[config.mk]
export PLATFORM = sky130hd
export DESIGN_NAME = dmem_arbiter_flat
export DESIGN_NICKNAME = d
export VERILOG_FILES = /design/src/rtl/dmem_arbiter_if.sv /design/src/rtl/dmem_arbiter.sv /design/src/flat_wrapper.sv
export SDC_FILE = /design/constraint.sdc
export NUM_CORES = 1
export LEC_CHECK = 0
export ABC_AREA = 1
export ABC_CLOCK_PERIOD_IN_PS = 1700
export BUFFER_PORTS_ARGS = -buffer_cell sky130_fd_sc_hd__buf_2
export CAP_MARGIN = 20
export CELL_PAD_IN_SITES_DETAIL_PLACEMENT = 0
export CELL_PAD_IN_SITES_GLOBAL_PLACEMENT = 2
export CORE_MARGIN = 4
export CORE_UTILIZATION = 23
export CTS_CLUSTER_DIAMETER = 80
export DETAILED_ROUTE_END_ITERATION = 8
export PLACE_DENSITY_LB_ADDON = 0.15
export SLEW_MARGIN = 5
export SYNTH_ARGS = -nofsm -noshare
export SYNTH_HDL_FRONTEND = slang
export SYNTH_SLANG_ARGS = --single-unit
[constraint.sdc]
create_clock -name clk -period 1.7 [get_ports clk]
set_clock_uncertainty 0.1 [all_clocks]
set_input_delay 0.085 -clock clk [delete_from_list [all_inputs] [get_ports clk]]
set_output_delay 0.085 -clock clk [all_outputs]
set_load 0.03 [all_outputs]
[src/rtl/dmem_arbiter_if.sv]
// Bus bundle for the two-port data-memory arbiter: requester ports A/B and the memory side.
interface dmem_arbiter_if;
  localparam int unsigned AW = 32;
  localparam int unsigned DW = 32;

  // Port A
  logic          a_req;
  logic          a_we;
  logic [AW-1:0] a_addr;
  logic [DW-1:0] a_wdata;
  logic          a_gnt;
  logic          a_err;
  logic          a_rvalid;
  logic [DW-1:0] a_rdata;

  // Port B
  logic          b_req;
  logic          b_we;
  logic [AW-1:0] b_addr;
  logic [DW-1:0] b_wdata;
  logic          b_gnt;
  logic          b_err;
  logic          b_rvalid;
  logic [DW-1:0] b_rdata;

  // Data memory side
  logic [AW-1:0] mem_addr;
  logic          mem_rd_en;
  logic          mem_wr_en;
  logic [DW-1:0] mem_wr_data;
  logic [DW-1:0] mem_rd_data;

  // Arbiter view
  modport slave (
    input  a_req, a_we, a_addr, a_wdata,
    output a_gnt, a_err, a_rvalid, a_rdata,
    input  b_req, b_we, b_addr, b_wdata,
    output b_gnt, b_err, b_rvalid, b_rdata,
    output mem_addr, mem_rd_en, mem_wr_en, mem_wr_data,
    input  mem_rd_data
  );

  // Requesters plus memory view
  modport master (
    output a_req, a_we, a_addr, a_wdata,
    input  a_gnt, a_err, a_rvalid, a_rdata,
    output b_req, b_we, b_addr, b_wdata,
    input  b_gnt, b_err, b_rvalid, b_rdata,
    input  mem_addr, mem_rd_en, mem_wr_en, mem_wr_data,
    output mem_rd_data
  );
endinterface

[src/rtl/dmem_arbiter.sv]
// Round-robin arbiter sharing one combinational-read data memory between ports A and B.
// Each transaction takes an IDLE sample cycle and an ACCESS cycle; reads return one cycle later.
module dmem_arbiter #(
  parameter bit RESET_PRIO = 1'b0
) (
  input  logic          clk,
  input  logic          reset,
  dmem_arbiter_if.slave bus
);
  localparam int unsigned AW = 32;
  localparam int unsigned DW = 32;
  localparam logic PORT_A = 1'b0;
  localparam logic PORT_B = 1'b1;

  typedef enum logic {
    S_IDLE   = 1'b0,
    S_ACCESS = 1'b1
  } state_t;

  state_t        r_state;
  state_t        w_state_nxt;

  logic          r_prio;
  logic          r_cmd_port;
  logic          r_cmd_we;
  logic [AW-1:0] r_cmd_addr;
  logic [DW-1:0] r_cmd_wdata;

  logic          r_a_gnt;
  logic          r_a_err;
  logic          r_a_rvalid;
  logic [DW-1:0] r_a_rdata;
  logic          r_b_gnt;
  logic          r_b_err;
  logic          r_b_rvalid;
  logic [DW-1:0] r_b_rdata;

  logic          w_any_req;
  logic          w_win_port;
  logic          w_win_we;
  logic [AW-1:0] w_win_addr;
  logic [DW-1:0] w_win_wdata;
  logic          w_win_misaligned;
  logic          w_grant;
  logic          w_cmd_aligned;
  logic          w_mem_go;
  logic          w_rd_done;

  // Pick the winner: a lone requester wins, otherwise the port holding priority
  always_comb begin
    w_any_req  = bus.a_req | bus.b_req;
    w_win_port = r_prio;
    if (bus.a_req && !bus.b_req) begin
      w_win_port = PORT_A;
    end else if (bus.b_req && !bus.a_req) begin
      w_win_port = PORT_B;
    end
    w_win_we         = (w_win_port == PORT_A) ? bus.a_we    : bus.b_we;
    w_win_addr       = (w_win_port == PORT_A) ? bus.a_addr  : bus.b_addr;
    w_win_wdata      = (w_win_port == PORT_A) ? bus.a_wdata : bus.b_wdata;
    w_win_misaligned = (w_win_addr[1:0] != 2'b00);
  end

  // State register
  always_ff @(posedge clk) begin
    if (reset) begin
      r_state <= S_IDLE;
    end else begin
      r_state <= w_state_nxt;
    end
  end

  // Next-state decode; a grant is issued on every IDLE->ACCESS transition
  always_comb begin
    w_state_nxt = r_state;
    w_grant     = 1'b0;
    case (r_state)
      S_IDLE: begin
        if (w_any_req) begin
          w_state_nxt = S_ACCESS;
          w_grant     = 1'b1;
        end
      end
      S_ACCESS: begin
        w_state_nxt = S_IDLE;
      end
      default: begin
        w_state_nxt = S_IDLE;
      end
    endcase
  end

  // Command registers and round-robin pointer, loaded on grant
  always_ff @(posedge clk) begin
    if (reset) begin
      r_prio      <= RESET_PRIO;
      r_cmd_port  <= PORT_A;
      r_cmd_we    <= 1'b0;
      r_cmd_addr  <= '0;
      r_cmd_wdata <= '0;
    end else if (w_grant) begin
      r_prio      <= ~w_win_port;
      r_cmd_port  <= w_win_port;
      r_cmd_we    <= w_win_we;
      r_cmd_addr  <= w_win_addr;
      r_cmd_wdata <= w_win_wdata;
    end
  end

  // Memory strobes fire only for an aligned command in ACCESS and are killed by reset at once
  always_comb begin
    w_cmd_aligned = (r_cmd_addr[1:0] == 2'b00);
    w_mem_go      = (r_state == S_ACCESS) && w_cmd_aligned && !reset;
    w_rd_done     = w_mem_go && !r_cmd_we;
  end

  assign bus.mem_addr    = r_cmd_addr;
  assign bus.mem_wr_data = r_cmd_wdata;
  assign bus.mem_rd_en   = w_mem_go && !r_cmd_we;
  assign bus.mem_wr_en   = w_mem_go && r_cmd_we;

  // Per-port grant/error pulses aligned with ACCESS, read data captured at the end of ACCESS
  always_ff @(posedge clk) begin
    if (reset) begin
      r_a_gnt    <= 1'b0;
      r_a_err    <= 1'b0;
      r_a_rvalid <= 1'b0;
      r_a_rdata  <= '0;
      r_b_gnt    <= 1'b0;
      r_b_err    <= 1'b0;
      r_b_rvalid <= 1'b0;
      r_b_rdata  <= '0;
    end else begin
      r_a_gnt    <= w_grant && (w_win_port == PORT_A);
      r_a_err    <= w_grant && (w_win_port == PORT_A) && w_win_misaligned;
      r_b_gnt    <= w_grant && (w_win_port == PORT_B);
      r_b_err    <= w_grant && (w_win_port == PORT_B) && w_win_misaligned;
      r_a_rvalid <= w_rd_done && (r_cmd_port == PORT_A);
      r_b_rvalid <= w_rd_done && (r_cmd_port == PORT_B);
      if (w_rd_done && (r_cmd_port == PORT_A)) begin
        r_a_rdata <= bus.mem_rd_data;
      end
      if (w_rd_done && (r_cmd_port == PORT_B)) begin
        r_b_rdata <= bus.mem_rd_data;
      end
    end
  end

  assign bus.a_gnt    = r_a_gnt;
  assign bus.a_err    = r_a_err;
  assign bus.a_rvalid = r_a_rvalid;
  assign bus.a_rdata  = r_a_rdata;
  assign bus.b_gnt    = r_b_gnt;
  assign bus.b_err    = r_b_err;
  assign bus.b_rvalid = r_b_rvalid;
  assign bus.b_rdata  = r_b_rdata;
endmodule

[src/flat_wrapper.sv]
// flat-port wrapper written by rule: the top's interface ports become plain ports
module dmem_arbiter_flat 
#(
  parameter bit RESET_PRIO = 1'b0
)
  (clk, reset, bus_a_req, bus_a_we, bus_a_addr, bus_a_wdata, bus_a_gnt, bus_a_err, bus_a_rvalid, bus_a_rdata, bus_b_req, bus_b_we, bus_b_addr, bus_b_wdata, bus_b_gnt, bus_b_err, bus_b_rvalid, bus_b_rdata, bus_mem_addr, bus_mem_rd_en, bus_mem_wr_en, bus_mem_wr_data, bus_mem_rd_data);
  dmem_arbiter_if bus_i ();
  input  logic clk;
  input  logic reset;
  input wire logic [$bits(bus_i.a_req)-1:0] bus_a_req;
  input wire logic [$bits(bus_i.a_we)-1:0] bus_a_we;
  input wire logic [$bits(bus_i.a_addr)-1:0] bus_a_addr;
  input wire logic [$bits(bus_i.a_wdata)-1:0] bus_a_wdata;
  output wire logic [$bits(bus_i.a_gnt)-1:0] bus_a_gnt;
  output wire logic [$bits(bus_i.a_err)-1:0] bus_a_err;
  output wire logic [$bits(bus_i.a_rvalid)-1:0] bus_a_rvalid;
  output wire logic [$bits(bus_i.a_rdata)-1:0] bus_a_rdata;
  input wire logic [$bits(bus_i.b_req)-1:0] bus_b_req;
  input wire logic [$bits(bus_i.b_we)-1:0] bus_b_we;
  input wire logic [$bits(bus_i.b_addr)-1:0] bus_b_addr;
  input wire logic [$bits(bus_i.b_wdata)-1:0] bus_b_wdata;
  output wire logic [$bits(bus_i.b_gnt)-1:0] bus_b_gnt;
  output wire logic [$bits(bus_i.b_err)-1:0] bus_b_err;
  output wire logic [$bits(bus_i.b_rvalid)-1:0] bus_b_rvalid;
  output wire logic [$bits(bus_i.b_rdata)-1:0] bus_b_rdata;
  output wire logic [$bits(bus_i.mem_addr)-1:0] bus_mem_addr;
  output wire logic [$bits(bus_i.mem_rd_en)-1:0] bus_mem_rd_en;
  output wire logic [$bits(bus_i.mem_wr_en)-1:0] bus_mem_wr_en;
  output wire logic [$bits(bus_i.mem_wr_data)-1:0] bus_mem_wr_data;
  input wire logic [$bits(bus_i.mem_rd_data)-1:0] bus_mem_rd_data;
  assign bus_i.a_req = bus_a_req;
  assign bus_i.a_we = bus_a_we;
  assign bus_i.a_addr = bus_a_addr;
  assign bus_i.a_wdata = bus_a_wdata;
  assign bus_a_gnt = bus_i.a_gnt;
  assign bus_a_err = bus_i.a_err;
  assign bus_a_rvalid = bus_i.a_rvalid;
  assign bus_a_rdata = bus_i.a_rdata;
  assign bus_i.b_req = bus_b_req;
  assign bus_i.b_we = bus_b_we;
  assign bus_i.b_addr = bus_b_addr;
  assign bus_i.b_wdata = bus_b_wdata;
  assign bus_b_gnt = bus_i.b_gnt;
  assign bus_b_err = bus_i.b_err;
  assign bus_b_rvalid = bus_i.b_rvalid;
  assign bus_b_rdata = bus_i.b_rdata;
  assign bus_mem_addr = bus_i.mem_addr;
  assign bus_mem_rd_en = bus_i.mem_rd_en;
  assign bus_mem_wr_en = bus_i.mem_wr_en;
  assign bus_mem_wr_data = bus_i.mem_wr_data;
  assign bus_i.mem_rd_data = bus_mem_rd_data;
  dmem_arbiter #(.RESET_PRIO(RESET_PRIO)) u_core (.clk(clk), .reset(reset), .bus(bus_i));
endmodule
==> results.yml <==
routing:
  first_pass_iters: 4
  routedWlPerCell_um: 14.4
  drt-total-wl_um: 24800
  drt-initial-drc-count: 283
  vias_per_cell: 4.18
  drc: 0
  vias: 7179
  ant_nets: 0
sta:
  finalCritPeriodShare_pct: 90.9
  finalSetupViolations: 0
  maxSlewHeadroom_pct: 60.8
  finalCriticalPeriod_ns: 1.54
  tns_ns: 0
  maxSlewViolCount: 0
  holdWs_ns: 0.0356
  worstMarginPinSlew_ns: 0.587
  rsz0062_at_grt: "false"
  hold_viol: 0
  timing.fmax_ghz: 0.647
finish:
  fin_util_pct: 39.1
  drive_gt1_share_pct: 26.5
  final_area_mm2: 0.0103
  fin_nets: 1536
  syn_to_final_growth_pct: 65.5
synthesis:
  syn_nets: 1097
  synth_top_area_share_pct: 44.5
  synth_top_area_cell: "dfxtp_1"
  synth.distinct_cells: 22
  async_reset_ff_share_pct: 0
  synth.most_common_cell: "nand2_1"
  netlist_area_mm2: 0.00621
  seq_area_frac_synth_pct: 44.5
  synth_edf_count: 0
  avgSynthCellArea_um2: 6.67
  synth_common_cells: "254 x nand2_1, 142 x inv_1, 138 x dfxtp_1"
  synthTopCellsByArea: "dfxtp_1 44%, nand2_1 15%, inv_1 8.6%, nor2_1 8.3%, nand4_1 8.1%"
  syn_inst: 931
  yosysWarnings: 0
  synthFlopType: "dfxtp_1"
  yosys_register_bits: 138
placement:
  portBuffers: 301
  placed_area_mm2: 0.00810
  gp_congestion: 0.737
  dp_hpwl_um: 17000
setup_path:
  cp_num_cells: 4
  path_buf_inv: 2
  crit_chain: "nor2_1, nand3_1, inv_1, buf_2"
  worstPathArrival_ns: 1.36
  start_kind: "register"
  critPathMaxStageDelay_ns: 0.32
  critical_path_class: "register to output pin"
  worstPathMaxFanout: 4
  critical-path-slowest-cell: "dfxtp_1"
  crit_path_end_kind: "output pin"
  worstRegToRegCells: 6
  cp_top_family: "simple AND/OR/NAND/NOR gates"
  cp.required_ns: 1.51
floorplan:
  die_x_um: 172
  die_h_um: 172
  dieArea_mm2: 0.0297
  initial_core_util_pct: 23.6
  io_pins: 302
  core_area_mm2: 0.0263
  rows: 59
hold_path:
  hp-class: "input port to register"
  min_path_cells: 3
pwr:
  p_seq_share_pct: 39.0
  p_clk_share_pct: 39.5
  switching_share_pct: 32.1
  p_leak_nw: 5.49
  p_comb_share_pct: 21.6
  p_int_mw: 6.14
  p_sw_mw: 2.91
  ir_worst_vdd_mv: 0.533
  power_density_mw_per_mm2: 880
run:
  maxCapViolations: 0
global_route:
  antenna_found_initial: 2
  grt_pass1_vias: 7152
  track_usage_pct: 16.5
  grt_pass1_wl_um: 38500
  overflow: 0
  grt_start_max_net_pins: 66
cts:
  post_cts_buffers: 0
  cts_buffers: 17
  cts_max_path_buffers: 2
  h-tree-depth: 4
  cts_sinks: 138
  clk_pin_slew_ns: 0.06
  root_buffer: "clkbuf_16"
  cts_tree: "yes"
  clk_latency_ns: 0.42
outcome:
  outcome: "complete, no violations"
==> path summary, 6_finish.rpt <==
kind                                            startpoint                    endpoint  slack, ns
worst min-delay path                                 reset            u_core.bus.a_gnt       0.04
worst max register to register               u_core.r_prio      u_core.bus.mem_addr[2]       0.26
worst min register to register  u_core.bus.mem_wr_data[18]  u_core.bus.mem_wr_data[18]       0.39
worst max-delay path                u_core.bus.mem_addr[0]               bus_mem_rd_en       0.16
==> placed cells by master, fill, tap and decap left out, types with 3 or more instances in the layout <==
cell type,synthesis,routed
nand2_2,3,3
clkbuf_16,0,17
nand3_1,35,35
inv_1,142,142
nand4_1,80,80
inv_6,0,7
buf_2,27,300
o21ai_1,7,7
inv_8,0,3
nand2_1,254,254
dlygate4sd3_1,0,162
a21oi_1,40,40
dfxtp_1,138,137
clkinvlp_4,0,3
clkinv_2,0,3
buf_4,6,12
nor2_1,137,137
o21ai_0,19,19
buf_12,0,10
==> cell type report <==
class / count / area (um^2)
flip-flops and latches: 138 / 2760
well taps: 335 / 419
repair buffers: 485 / 3420
fillers: 2854 / 16000
clock buffers: 17 / 425
inverters: 144 / 542
diodes: 1 / 2.50
clock inverters: 15 / 128
multi-input cells: 584 / 2580
==> worst reg2reg max path, delay by kind of cell, from the launching register on <==
kind / cells / cell delay (ns)
AO/OA/AOI/OAI: 1 / 0.22
flip-flops: 1 / 0.34
AND/OR/NAND/NOR: 5 / 0.70
==> power by group through the flow <==
stage	sequential, mW	combinational (mW)	clock, mW
after global placement	3.60	1.69	0
after CTS	3.53	1.98	3.73
after floorplan	3.97	0.629	0
after global routing	3.55	2.15	3.87
final	3.52	1.95	3.57
after detailed placement	3.60	1.68	0
==> per-layer routing <==
| metal | part of all wire [%] | up-vias | global-route usage, % |
|---|---|---|---|
| li1 | - | 3771 | - |
| met1 | 44 | 3171 | 20.2 |
| met2 | 48 | 205 | 27.7 |
| met3 | 5.9 | 30 | 5.10 |
| met4 | 2.0 | 2 | 5.09 |
| met5 | 0.053 | - | 0 |
==> per-stage QoR <==
stage | instances | worst slack [ns] | power [mW]
final | 1719 | 0.155 | 9.05
after global routing | 1719 | 0.0485 | 9.56
after CTS | 1718 | 0.0796 | 9.23
after detailed placement | 1524 | 0.261 | 5.28
after global placement | 1524 | 0.275 | 5.29
after floorplan | 931 | 0.269 | 4.60
==> cells by family after synthesis <==
kind of cell / Yosys count / synth area share (%)
and+or+nand+nor: 514 / 35.5
AOI/OAI and AO/OA: 70 / 5.84
DFF: 138 / 44.5
buffers and inverters: 209 / 14.1
==> flip-flops by register name (all words and copies together), names as in the netlist <==
register / flops
u_core.bus.a_err: 1
u_core.bus.a_gnt: 1
u_core.bus.a_rdata: 32
u_core.bus.a_rvalid: 1
u_core.bus.b_err: 1
u_core.bus.b_gnt: 1
u_core.bus.b_rdata: 32
u_core.bus.b_rvalid: 1
u_core.bus.mem_addr: 32
u_core.bus.mem_wr_data: 32
u_core.r_cmd_port: 1
u_core.r_cmd_we: 1
u_core.r_prio: 1
u_core.r_state: 1
==> timing repair <==
action | 4_1_cts | 5_1_grt
hold buffers | 162 | 0
hold endpoints to repair | 129 | 0
endpoints found under the setup margin | 0 | 2
gates resized for setup | 0 | 2
(Power assumes the default switching activity.)
